===== config.mk =====
export PLATFORM = sky130hd
export DESIGN_NAME = multicycle_control
export DESIGN_NICKNAME = d
export VERILOG_FILES = /design/src/rtl/multicycle_control.sv
export SDC_FILE = /design/constraint.sdc
export NUM_CORES = 1
export LEC_CHECK = 0
export BUFFER_PORTS_ARGS = -buffer_cell sky130_fd_sc_hd__buf_4
export CAP_MARGIN = 5
export CORE_MARGIN = 3
export CORE_UTILIZATION = 45
export DETAILED_ROUTE_END_ITERATION = 7
export PLACE_DENSITY_LB_ADDON = 0.25
export SYNTH_ARGS = -nofsm -noshare
export SYNTH_HDL_FRONTEND = slang
export SYNTH_SLANG_ARGS = --single-unit

===== constraint.sdc =====
create_clock -name clk -period 1.8 [get_ports clk]
set_input_delay 0.36 -clock clk [delete_from_list [all_inputs] [get_ports clk]]
set_output_delay 0.36 -clock clk [all_outputs]
set_load 0.005 [all_outputs]

===== src/rtl/multicycle_control.sv =====
// Multi-cycle control FSM for the RV32I core: sequences the shared ALU, the unified
// memory port, IR and PC across several cycles, with a sticky fault on illegal opcodes
// or memory stalls. Memory handshake: mem_req holds until the cycle mem_ready=1 completes it.
module multicycle_control #(
  parameter int STALL_LIMIT = 16
) (
  input  logic       clk,
  input  logic       rst_n,
  input  logic [6:0] op_code,
  input  logic [2:0] func3,
  input  logic [6:0] func7,
  input  logic       zero,
  input  logic       mem_ready,
  output logic       mem_req,
  output logic       mem_write,
  output logic       adr_src,
  output logic       ir_write,
  output logic       pc_write,
  output logic       reg_write,
  output logic [1:0] alu_src_a,
  output logic [1:0] alu_src_b,
  output logic [1:0] result_source,
  output logic [2:0] alu_control,
  output logic [2:0] imm_type,
  output logic       retire,
  output logic [1:0] fault,
  output logic [3:0] state_dbg
);

  typedef enum logic [3:0] {
    S_FETCH     = 4'd0,
    S_DECODE    = 4'd1,
    S_MEM_ADR   = 4'd2,
    S_MEM_READ  = 4'd3,
    S_MEM_WB    = 4'd4,
    S_MEM_WRITE = 4'd5,
    S_EXEC_R    = 4'd6,
    S_ALU_WB    = 4'd7,
    S_EXEC_I    = 4'd8,
    S_JAL       = 4'd9,
    S_BEQ       = 4'd10,
    S_HALT      = 4'd11
  } state_t;

  localparam logic [6:0] OP_LOAD   = 7'b0000011;
  localparam logic [6:0] OP_STORE  = 7'b0100011;
  localparam logic [6:0] OP_R      = 7'b0110011;
  localparam logic [6:0] OP_I      = 7'b0010011;
  localparam logic [6:0] OP_JAL    = 7'b1101111;
  localparam logic [6:0] OP_BRANCH = 7'b1100011;

  localparam int CW     = (STALL_LIMIT > 1) ? $clog2(STALL_LIMIT + 1) : 1;
  localparam int LIM_M1 = (STALL_LIMIT > 0) ? STALL_LIMIT - 1 : 0;

  state_t        state, state_nxt;
  logic          run;
  logic [CW-1:0] stall_cnt, stall_nxt;
  logic [1:0]    fault_q, fault_nxt;
  logic          mem_access;
  logic          timeout;
  logic [2:0]    alu_dec;
  logic          unused_func7;

  assign unused_func7 = ^{func7[6], func7[4:0]};

  // Hitting the limit only faults when the access is still waiting this cycle.
  assign timeout = (STALL_LIMIT > 0) && (stall_cnt == LIM_M1[CW-1:0]);

  always_comb begin
    alu_dec = 3'b000;
    case (func3)
      3'b000:  alu_dec = (op_code[5] & func7[5]) ? 3'b001 : 3'b000;
      3'b010:  alu_dec = 3'b101;
      3'b110:  alu_dec = 3'b011;
      3'b111:  alu_dec = 3'b010;
      default: alu_dec = 3'b000;
    endcase
  end

  always_comb begin
    state_nxt     = state;
    fault_nxt     = fault_q;
    stall_nxt     = '0;
    mem_access    = 1'b0;
    mem_write     = 1'b0;
    adr_src       = 1'b0;
    ir_write      = 1'b0;
    pc_write      = 1'b0;
    reg_write     = 1'b0;
    alu_src_a     = 2'b00;
    alu_src_b     = 2'b00;
    result_source = 2'b00;
    alu_control   = 3'b000;
    imm_type      = 3'b000;
    retire        = 1'b0;
    if (run) begin
      unique case (state)
        S_FETCH: begin
          mem_access    = 1'b1;
          alu_src_b     = 2'b10;
          result_source = 2'b10;
          if (mem_ready) begin
            ir_write  = 1'b1;
            pc_write  = 1'b1;
            state_nxt = S_DECODE;
          end
        end
        S_DECODE: begin
          // Branch/jump target is computed here; JAL needs the J immediate.
          alu_src_a = 2'b01;
          alu_src_b = 2'b01;
          imm_type  = (op_code == OP_JAL) ? 3'b011 : 3'b010;
          case (op_code)
            OP_LOAD, OP_STORE: state_nxt = S_MEM_ADR;
            OP_R:              state_nxt = S_EXEC_R;
            OP_I:              state_nxt = S_EXEC_I;
            OP_JAL:            state_nxt = S_JAL;
            OP_BRANCH:         state_nxt = S_BEQ;
            default: begin
              state_nxt = S_HALT;
              fault_nxt = 2'b01;
            end
          endcase
        end
        S_MEM_ADR: begin
          alu_src_a = 2'b10;
          alu_src_b = 2'b01;
          imm_type  = (op_code == OP_STORE) ? 3'b001 : 3'b000;
          state_nxt = (op_code == OP_STORE) ? S_MEM_WRITE : S_MEM_READ;
        end
        S_MEM_READ: begin
          mem_access = 1'b1;
          adr_src    = 1'b1;
          if (mem_ready) state_nxt = S_MEM_WB;
        end
        S_MEM_WB: begin
          result_source = 2'b01;
          reg_write     = 1'b1;
          retire        = 1'b1;
          state_nxt     = S_FETCH;
        end
        S_MEM_WRITE: begin
          mem_access = 1'b1;
          mem_write  = 1'b1;
          adr_src    = 1'b1;
          if (mem_ready) begin
            retire    = 1'b1;
            state_nxt = S_FETCH;
          end
        end
        S_EXEC_R: begin
          alu_src_a   = 2'b10;
          alu_control = alu_dec;
          state_nxt   = S_ALU_WB;
        end
        S_EXEC_I: begin
          alu_src_a   = 2'b10;
          alu_src_b   = 2'b01;
          alu_control = alu_dec;
          state_nxt   = S_ALU_WB;
        end
        S_ALU_WB: begin
          reg_write = 1'b1;
          retire    = 1'b1;
          state_nxt = S_FETCH;
        end
        S_JAL: begin
          alu_src_a = 2'b01;
          alu_src_b = 2'b10;
          pc_write  = 1'b1;
          reg_write = 1'b1;
          retire    = 1'b1;
          state_nxt = S_FETCH;
        end
        S_BEQ: begin
          alu_src_a   = 2'b10;
          alu_control = 3'b001;
          pc_write    = zero;
          retire      = 1'b1;
          state_nxt   = S_FETCH;
        end
        default: ;
      endcase
      if (mem_access && !mem_ready) begin
        if (timeout) begin
          state_nxt = S_HALT;
          fault_nxt = 2'b10;
        end else if (STALL_LIMIT > 0) begin
          stall_nxt = stall_cnt + 1'b1;
        end
      end
    end
  end

  always_ff @(posedge clk or negedge rst_n) begin
    if (!rst_n) begin
      state     <= S_FETCH;
      run       <= 1'b0;
      stall_cnt <= '0;
      fault_q   <= 2'b00;
    end else begin
      run       <= 1'b1;
      state     <= state_nxt;
      stall_cnt <= stall_nxt;
      fault_q   <= fault_nxt;
    end
  end

  assign mem_req   = mem_access;
  assign fault     = fault_q;
  assign state_dbg = state;

endmodule


==> results.json <==
{
  "io_buffers": 38,
  "core_mm2": 0.00230,
  "rsz0062_at_grt": "yes",
  "dp.final_hpwl_mm": 2.33,
  "wirelength_mm": 3.30,
  "cts_tree": "done",
  "syn-num-nets": 174,
  "grt_first_pass_wirelength_mm": 5.29,
  "startpoint_type": "flip-flop",
  "failed_checks": "negative setup slack",
  "layout_commonest_cell": "buf_4",
  "cp_data_required_time_ns": 1.44,
  "drtIter0Drc": 49,
  "drive_gt1_frac": 0.465,
  "antenna_found_initial": 0,
  "seq_area_um2": 305,
  "die_area_mm2": 0.00313,
  "clock_sinks": 12,
  "path_clk_slew_ns": 0.07,
  "multi_input_area_um2": 866,
  "numCtsBuffers": 3,
  "area_growth_pct": 53.7,
  "grtUsageTotal": 0.203,
  "max_cap_violations": 0,
  "fp.dieW_um": 55.9,
  "die_height_um": 55.9,
  "critPathMaxStageDelay_ns": 0.47,
  "final_nets": 225,
  "slew_viol_final": 0,
  "syn_inst": 152,
  "insertion_delay_ns": 0.27,
  "setup_viol": 10,
  "synth_ff_type": "dfrtp_1",
  "synth.avg_cell_area_um2": 7.38,
  "layoutNonFillerInstCount": 230,
  "placed_area_mm2": 0.00146,
  "max_freq_mhz": 502,
  "grt_max_degree": 16,
  "grt_pass1_vias": 1215,
  "crit_chain": "buf_6 -> buf_6 -> nor2_4 -> nand2_1 -> a21oi_1 -> a31oi_1 -> nor2_1 -> buf_4",
  "endpoint_kind": "output pin",
  "clockBufferDepth": 2,
  "initial_utilization": 0.489,
  "htree_levels": 1,
  "critPathMostFrequentCell": "buf_6",
  "yosys_register_bits": 12,
  "pin_count": 46,
  "gp_congestion": 0.797,
  "synth-seq-area-share": 0.268,
  "dr.pass1.iters": 4,
  "vdd_drop_max_v": 0.00109,
  "critical_path_class": "flip-flop to output pin",
  "power.density_mw_per_mm2": 1530,
  "hold_path.class": "primary input to flip-flop",
  "yosysTopAreaCellShare": 0.268,
  "clock_skew_ns": 0.000236,
  "post-route-period-util": 1.11,
  "synth_edf_count": 0,
  "final_hold_viol_count": 0,
  "ys_types": 50,
  "hold_ws_ns": 0.362,
  "cts_root_buf": "clkbuf_4",
  "grt_overflow_total": 0,
  "final_cell_mix": "buf_4, nor2_1, nand2_1",
  "yosys-top-cells-area": "dfrtp_1, nor2_1, nand2_1",
  "n_fill_cell": 172,
  "status": "finished, violations left",
  "routedWlPerCell_um": 14.4,
  "crit_path_max_fanout": 7,
  "finalWorstSetupSlack_ns": -0.190,
  "rows": 17,
  "leakage_nw": 0.771,
  "drc_errors": 0,
  "syn_area_mm2": 0.00112,
  "ant_nets": 0,
  "slowest_stage": "dfrtp_2",
  "diodes": 0,
  "dpl.cell_count": 216,
  "worst_ep_arrival_time_ns": 1.63,
  "yosys_warnings": 0,
  "drt-vias-per-instance": 5.63,
  "final_cell_area_mm2": 0.00173,
  "vias": 1294,
  "async_reset_ff_frac": 1.00,
  "post-synth-top-area-cell": "dfrtp_1",
  "period_needed_ns": 1.99
}
## stage by stage
| stage | utilization | TNS, ns | total power [W] | setup slack (ns) |
|---|---|---|---|---|
| floorplan | - | 0 | 0.00139 | 0.0537 |
| finish | 0.751 | -0.834 | 0.00264 | -0.190 |
| CTS | 0.694 | -0.967 | 0.00230 | -0.131 |
| detailed placement | 0.636 | -0.0130 | 0.00193 | -0.0130 |
| global route | 0.751 | -2.01 | 0.00285 | -0.253 |
| global placement | 0.636 | 0 | 0.00187 | 0.0733 |
## per-layer routing
| layer | up-vias | wire [um] | GRT usage |
|---|---|---|---|
| li1 | 637 | - | - |
| met1 | 611 | 1360 | 0.257 |
| met2 | 44 | 1770 | 0.368 |
| met3 | 2 | 154 | 0.0418 |
| met4 | 0 | 12 | 0.0169 |
| met5 | - | 0 | 0 |
## cell usage after synthesis, drive strengths merged (3+ instances only)
master and count:
nor2 20, nand2 14, dfrtp 12, buf 10, nor3 10, o21ai 9
a21oi 8, nand2b 7, nor2b 5, nand3 4, a31oi 3, and2 3
and3 3, clkbuf 3, inv 3, xnor2 3, xor2 3
## critical path, delay by kind of cell (launching register included)
kind | cells | cell delay [ns]
compound gates | 2 | 0.18
flops | 1 | 0.47
simple gates | 3 | 0.26
buf+inv | 3 | 0.44
## what timing repair did
| action | 4_1_cts | 5_1_grt |
|---|---|---|
| setup endpoints to repair | 16 | 18 |
| pin swaps | 2 | 11 |
| resized for setup | 18 | 26 |
| hold buffers | 1 | 0 |
| buffers inserted | 4 | 5 |
| hold endpoints to repair | 12 | 0 |
## final timing paths
path	from	endpoint	depth (start not counted)	slack, ns
min	mem_ready	stall_cnt[2]$_DFF_PN0_	2	0.36
min reg2reg	stall_cnt[0]$_DFF_PN0_	stall_cnt[0]$_DFF_PN0_	1	0.48
max in group asynchronous	rst_n	state_dbg[3]$_DFFE_PN0P_	2	1.17
min in group asynchronous	rst_n	stall_cnt[0]$_DFF_PN0_	2	0.47
max reg2reg	state_dbg[2]$_DFFE_PN0P_	state_dbg[0]$_DFFE_PN0P_	6	0.07
max	state_dbg[3]$_DFFE_PN0P_	pc_write	8	-0.19
## kinds of logic after synthesis
family | Yosys count | synth area share
compound gates | 36 | 0.219
flops | 12 | 0.268
fa+ha+maj | 1 | 0.0111
buf+inv | 16 | 0.0680
xor+xnor | 6 | 0.0468
other cells | 2 | 0.00669
mux | 1 | 0.00892
simple gates | 78 | 0.372
## area by class of cell
cell class / instances / share of cell area
Multi-Input combinational cell: 124 / 0.502
Clock buffer: 4 / 0.0210
Tap cell: 28 / 0.0203
Inverter: 3 / 0.00653
Sequential cell: 12 / 0.177
Timing Repair Buffer: 59 / 0.273
## sequential cells by signal (all words and copies together) (netlist names)
register and count:
fault 2, run 1, stall_cnt 5, state_dbg 4
## where the power goes
| part | leakage, nW | total (W) | internal, W | switching [W] |
|---|---|---|---|---|
| Sequential | 0.147 | 0.000474 | 0.000350 | 0.000124 |
| Clock | 0.0210 | 0.000208 | 0.000123 | 0.0000850 |
| Combinational | 0.603 | 0.00195 | 0.00101 | 0.000941 |
| Total | 0.771 | 0.00264 | 0.00149 | 0.00115 |
No activity file was read; power rests on OpenSTA's default activity.
